File: src/rtl/mem_bist_seq.sv
// Write/read-back memory self-test sequencer: writes an address-derived pattern
// to DEPTH words, reads them back through an RD_LAT-deep compare pipe, reports result.
module mem_bist_seq #(
  parameter int ADDR_W = 64,
  parameter int DATA_W = 64,
  parameter int DEPTH  = 4,
  parameter int STRIDE = 4,
  parameter int RD_LAT = 1
) (
  input  logic                         clk,
  input  logic                         reset_n,
  input  logic                         start,
  input  logic [1:0]                   mode,
  input  logic [ADDR_W-1:0]            base_addr,
  output logic [ADDR_W-1:0]            mem_addr,
  output logic [DATA_W-1:0]            mem_wdata,
  output logic                         mem_write,
  output logic                         mem_read,
  input  logic [DATA_W-1:0]            mem_rdata,
  output logic                         busy,
  output logic                         done,
  output logic                         pass,
  output logic [$clog2(DEPTH+1)-1:0]   err_count,
  output logic [ADDR_W-1:0]            first_err_addr
);

  localparam int EC_W  = $clog2(DEPTH+1);
  localparam int IDX_W = EC_W;
  localparam int DR_W  = $clog2(RD_LAT+1);
  localparam int EXT_W = (ADDR_W > DATA_W) ? ADDR_W : DATA_W;
  localparam logic [ADDR_W-1:0] STRIDE_A = ADDR_W'(STRIDE);
  localparam logic [IDX_W-1:0]  LAST_IDX = IDX_W'(DEPTH-1);
  localparam logic [DR_W-1:0]   LAST_DR  = DR_W'(RD_LAT-1);

  typedef enum logic [2:0] {
    S_IDLE,
    S_WRITE,
    S_READ,
    S_DRAIN,
    S_DONE
  } state_t;

  state_t            state_q, state_d;
  logic [ADDR_W-1:0] base_q, base_d;
  logic [1:0]        mode_q, mode_d;
  logic [ADDR_W-1:0] addr_q, addr_d;
  logic [IDX_W-1:0]  idx_q, idx_d;
  logic [DR_W-1:0]   drain_q, drain_d;
  logic [EC_W-1:0]   err_q, err_d;
  logic [ADDR_W-1:0] ferr_q, ferr_d;
  logic              pass_q, pass_d;

  // Expected-data delay pipe, aligned with the memory read latency.
  logic              pv_q    [RD_LAT];
  logic [DATA_W-1:0] pdata_q [RD_LAT];
  logic [ADDR_W-1:0] paddr_q [RD_LAT];

  logic              push;
  logic [DATA_W-1:0] cur_pattern;
  logic              cmp_valid;
  logic              mismatch;

  function automatic logic [DATA_W-1:0] pattern_f(input logic [ADDR_W-1:0] a,
                                                  input logic odd,
                                                  input logic [1:0] m);
    logic [EXT_W-1:0]  ext;
    logic [DATA_W-1:0] word;
    ext  = EXT_W'(a >> 2);
    word = ext[DATA_W-1:0];
    case (m)
      2'd0:    pattern_f = word;
      2'd1:    pattern_f = ~word;
      2'd2:    pattern_f = odd ? DATA_W'({DATA_W/2{2'b01}}) : DATA_W'({DATA_W/2{2'b10}});
      default: pattern_f = '1;
    endcase
  endfunction

  assign cur_pattern = pattern_f(addr_q, idx_q[0], mode_q);
  assign cmp_valid   = pv_q[RD_LAT-1];

  // Case inequality so an undriven (X) read word is reported as a failure.
  always_comb begin
    mismatch = 1'b0;
    if (cmp_valid && (mem_rdata !== pdata_q[RD_LAT-1])) begin
      mismatch = 1'b1;
    end
  end

  always_comb begin
    state_d = state_q;
    base_d  = base_q;
    mode_d  = mode_q;
    addr_d  = addr_q;
    idx_d   = idx_q;
    drain_d = drain_q;
    err_d   = err_q;
    ferr_d  = ferr_q;
    pass_d  = pass_q;
    push    = 1'b0;

    if (mismatch) begin
      if (err_q == '0) begin
        ferr_d = paddr_q[RD_LAT-1];
      end
      err_d = err_q + EC_W'(1);
    end

    case (state_q)
      S_IDLE, S_DONE: begin
        if (start) begin
          base_d  = base_addr;
          mode_d  = mode;
          addr_d  = base_addr;
          idx_d   = '0;
          err_d   = '0;
          ferr_d  = '0;
          pass_d  = 1'b0;
          state_d = S_WRITE;
        end
      end
      S_WRITE: begin
        if (idx_q == LAST_IDX) begin
          idx_d   = '0;
          addr_d  = base_q;
          state_d = S_READ;
        end else begin
          idx_d  = idx_q + IDX_W'(1);
          addr_d = addr_q + STRIDE_A;
        end
      end
      S_READ: begin
        push = 1'b1;
        if (idx_q == LAST_IDX) begin
          idx_d   = '0;
          drain_d = '0;
          state_d = S_DRAIN;
        end else begin
          idx_d  = idx_q + IDX_W'(1);
          addr_d = addr_q + STRIDE_A;
        end
      end
      S_DRAIN: begin
        // The last compare lands on the same edge that enters DONE.
        if (drain_q == LAST_DR) begin
          pass_d  = (err_d == '0);
          state_d = S_DONE;
        end else begin
          drain_d = drain_q + DR_W'(1);
        end
      end
      default: state_d = S_IDLE;
    endcase
  end

  always_ff @(posedge clk or negedge reset_n) begin
    if (!reset_n) begin
      state_q <= S_IDLE;
      base_q  <= '0;
      mode_q  <= '0;
      addr_q  <= '0;
      idx_q   <= '0;
      drain_q <= '0;
      err_q   <= '0;
      ferr_q  <= '0;
      pass_q  <= 1'b0;
      for (int k = 0; k < RD_LAT; k++) begin
        pv_q[k]    <= 1'b0;
        pdata_q[k] <= '0;
        paddr_q[k] <= '0;
      end
    end else begin
      state_q <= state_d;
      base_q  <= base_d;
      mode_q  <= mode_d;
      addr_q  <= addr_d;
      idx_q   <= idx_d;
      drain_q <= drain_d;
      err_q   <= err_d;
      ferr_q  <= ferr_d;
      pass_q  <= pass_d;
      pv_q[0]    <= push;
      pdata_q[0] <= cur_pattern;
      paddr_q[0] <= addr_q;
      for (int k = 1; k < RD_LAT; k++) begin
        pv_q[k]    <= pv_q[k-1];
        pdata_q[k] <= pdata_q[k-1];
        paddr_q[k] <= paddr_q[k-1];
      end
    end
  end

  always_comb begin
    mem_write      = (state_q == S_WRITE);
    mem_read       = (state_q == S_READ);
    mem_addr       = (mem_write || mem_read) ? addr_q : '0;
    mem_wdata      = mem_write ? cur_pattern : '0;
    busy           = (state_q == S_WRITE) || (state_q == S_READ) || (state_q == S_DRAIN);
    done           = (state_q == S_DONE);
    pass           = done && pass_q;
    err_count      = err_q;
    first_err_addr = ferr_q;
  end

endmodule

File: config.mk
export PLATFORM = sky130hd
export DESIGN_NAME = mem_bist_seq
export DESIGN_NICKNAME = d
export VERILOG_FILES = /design/src/rtl/mem_bist_seq.sv
export SDC_FILE = /design/constraint.sdc
export NUM_CORES = 1
export LEC_CHECK = 0
export ABC_AREA = 1
export CORE_AREA = 2 2 190 192
export DETAILED_ROUTE_END_ITERATION = 10
export DIE_AREA = 0 0 192 194
export GPL_ROUTABILITY_DRIVEN = 0
export PLACE_DENSITY_LB_ADDON = 0.25
export SETUP_SLACK_MARGIN = 0.05
export SYNTH_ARGS = -nofsm -noshare
export SYNTH_HDL_FRONTEND = slang
export SYNTH_SLANG_ARGS = --single-unit
File: constraint.sdc
create_clock -name clk -period 5.6 [get_ports clk]
set_clock_uncertainty 0.05 [all_clocks]
set_input_delay 1.12 -clock clk [delete_from_list [all_inputs] [get_ports clk]]
set_output_delay 1.12 -clock clk [all_outputs]
set_load 0.03 [all_outputs]
==> flow_summary.json <==
{
  "seq_area_frac_synth": 0.479,
  "drv_cap": 0,
  "drcViolationCount": 0,
  "min_period_over_period": 0.816,
  "dieHeight_um": 194,
  "finalSetupViolations": 0,
  "cts_made_buffers": 38,
  "routed.top_layer": "met4",
  "die_w_um": 192,
  "startpoint": "state_q[2]",
  "syn_area_um2": 17400,
  "wire_per_inst_um": 19.0,
  "via_per_inst": 5.43,
  "vias": 17200,
  "yosysTopAreaCellShare": 0.479,
  "wl_mm": 60.3,
  "critPathMaxStageDelay_ps": 720,
  "drt.antenna.violating_nets": 0,
  "worstSetupStartpointType": "flip-flop",
  "numPortBuffers": 332,
  "worst_hold_path_type": "reg2reg",
  "yosys_register_bits": 333,
  "wl_met2_mm": 25.9,
  "first_global_vias": 16300,
  "drt_iter0_drc": 1905,
  "report.final.slew_viol_count": 0,
  "htreeDepth": 2,
  "r2r_cells": 11,
  "cp.arrival_ps": 3400,
  "rows": 69,
  "status": "complete, no violations",
  "hold_buffers": 0,
  "start_util": 0.494,
  "ir_worst_vdd_uv": 623,
  "regArea_um2": 8330,
  "fillers": 3156,
  "tritoncts": "built",
  "synth_cell_type_count": 49,
  "worstReg2RegStart": "state_q[2]",
  "worst-path-buf-inv": 4,
  "crit_path_end_kind": "output pin",
  "reg2reg_slack_ps": 1610,
  "whs_path_depth": 0,
  "cts_max_path_buffers": 3,
  "cpLargestDelayFamily": "buffers and inverters",
  "avgSynthCellArea_um2": 7.26,
  "yosys-top-cells-count": "nand2_1 (733), inv_1 (353), nor2_1 (345)",
  "core_area_um2": 35200,
  "path_clk_slew_ps": 50,
  "hpwl_mm": 44.6,
  "worst-setup-path-type": "reg2out",
  "syn-num-nets": 2533,
  "hp-start": "addr_q[0]",
  "cts_resized": 0,
  "postLayoutCoreUtil": 0.633,
  "gr-usage-all-layers": 0.320,
  "wl_met1_mm": 24.8,
  "clk_latency_ps": 530,
  "r2r-end": "addr_q[5]",
  "synth_edf_count": 0,
  "max_slew.worst_pin.slew_ps": 1330,
  "overflow": 0,
  "fmax_ghz": 0.219,
  "finalNetCount": 2818,
  "grt_max_degree": 140,
  "dr.pass1.iters": 7,
  "rsz0062_at_grt": "false",
  "synth_cells": 2396,
  "cts_sinks": 333,
  "synth_area_leader_cell": "dfrtp_1",
  "crit_path_top_delay_cell": "clkdlybuf4s50_1",
  "dieArea_um2": 37200,
  "holdPathEnd": "paddr_q[0]",
  "hold_viol": 0,
  "yosysWarnings": 0,
  "antenna_found_initial": 0,
  "synth_top_cells_by_area": "dfrtp_1 (48%), nand2_1 (16%), inv_1 (7.6%)",
  "leakagePower_nw": 11.3,
  "postCtsSetupBuffers": 0,
  "multi_input_area_um2": 7250,
  "worstPathRequired_ps": 4430,
  "async_reset_ff_frac": 1.00,
  "power_density_nw_per_um2": 696,
  "post-route-min-period_ps": 4570,
  "path_cells": "inv_1, nand3_1, nand2_2, clkinv_2, buf_4, nor2_1, clkdlybuf4s50_1",
  "slew_headroom": 0.110,
  "antenna_cells": 0,
  "yosysMostFrequentCell": "nand2_1",
  "grt_pass1_wl_mm": 91.7,
  "finalSetupTns_ps": 0,
  "ios": 333,
  "cts_root_buf": "clkbuf_16",
  "ys.flop_type": "dfrtp_1",
  "synthToLayoutAreaGrowth_pct": 28.3,
  "critPathMaxFanout": 48,
  "met3WireLength_mm": 6.35,
  "drive_gt1_frac": 0.0477
}
==> layout make-up <==
type | instances | area share
inverters | 361 | 0.0608
multi-input cells | 1595 | 0.325
well taps | 461 | 0.0259
clock buffers | 52 | 0.0500
clock inverters | 13 | 0.00718
flip-flops and latches | 333 | 0.374
repair buffers | 352 | 0.158
==> layout by cell type (no fill, tap or decap), types with 4 or more instances in the layout <==
master             n
nand2_2           13
o21ai_1            4
xor2_1            21
nor2_2             5
clkbuf_1           4
inv_2              6
nand2_1          733
inv_1            352
a32oi_1            4
nand4_1           21
a21boi_1           4
a21oi_1           41
clkbuf_8           9
nor2_1           340
o21ai_0           98
nand3_1          129
clkdlybuf4s50_1  331
a22oi_1           27
buf_4             17
dfrtp_1          333
nor2_4            10
ha_1               4
clkbuf_16         39
clkinv_2           5
o22ai_1           13
nor3_1            32
a221oi_1          28
a31oi_1           34
==> worst max-delay path by stage <==
stage,endpoint,slack (ps),cells after the start
finish,mem_addr[54],1030,7
global route,mem_addr[41],850,7
CTS,mem_addr[35],1060,7
detailed placement,mem_addr[35],1620,7
global placement,mem_addr[49],1620,7
floorplan,mem_addr[43],2720,8
==> per-layer routing <==
metal,vias up,GRT usage
li1,8021,-
met1,8004,0.461
met2,977,0.467
met3,197,0.0581
met4,0,0.152
met5,-,0
==> cells by family after synthesis <==
group / Yosys count / synth area share
flops: 333 / 0.479
fa+ha+maj: 4 / 0.00288
xor+xnor: 21 / 0.0106
buf+inv: 468 / 0.106
simple gates: 1303 / 0.307
compound gates: 267 / 0.0945
==> worst register-to-register path, stage by stage (launching register included) <==
cell,delay [ps]
dfrtp_1,420
nor2_1,140
nand2_2,70
buf_4,270
inv_2,630
nand2_1,370
nand2_1,140
buf_4,420
inv_1,710
a21oi_1,330
o22ai_1,120
a32oi_1,220
==> power breakdown <==
group / internal [mW] / total (mW) / switching [mW]
Clock: 1.53 / 2.53 / 0.994
Combinational: 2.74 / 8.39 / 5.65
Sequential: 3.55 / 4.60 / 1.06
==> state kept, by name, indices dropped and copies added, names as in the netlist <==
signal	count
idx_q	3
pass_q	1
err_count	3
first_err_addr	64
paddr_q	64
base_q	64
mode_q	2
addr_q	64
state_q	3
pdata_q	64
cmp_valid	1
==> stage by stage <==
step | setup WS (ps) | hold WS, ps | cells | cell area (um^2) | power, mW
after global placement | 1620 | 312 | 3102 | 21000 | 12.7
after detailed placement | 1620 | 312 | 3102 | 21000 | 12.8
after global routing | 845 | 346 | 3167 | 22300 | 16.4
final | 1030 | 322 | 3167 | 22300 | 15.5
after CTS | 1060 | 325 | 3167 | 22300 | 15.4
after floorplan | 2720 | 299 | 2396 | 17400 | 9.50
Power figures use the tool's default switching activity.
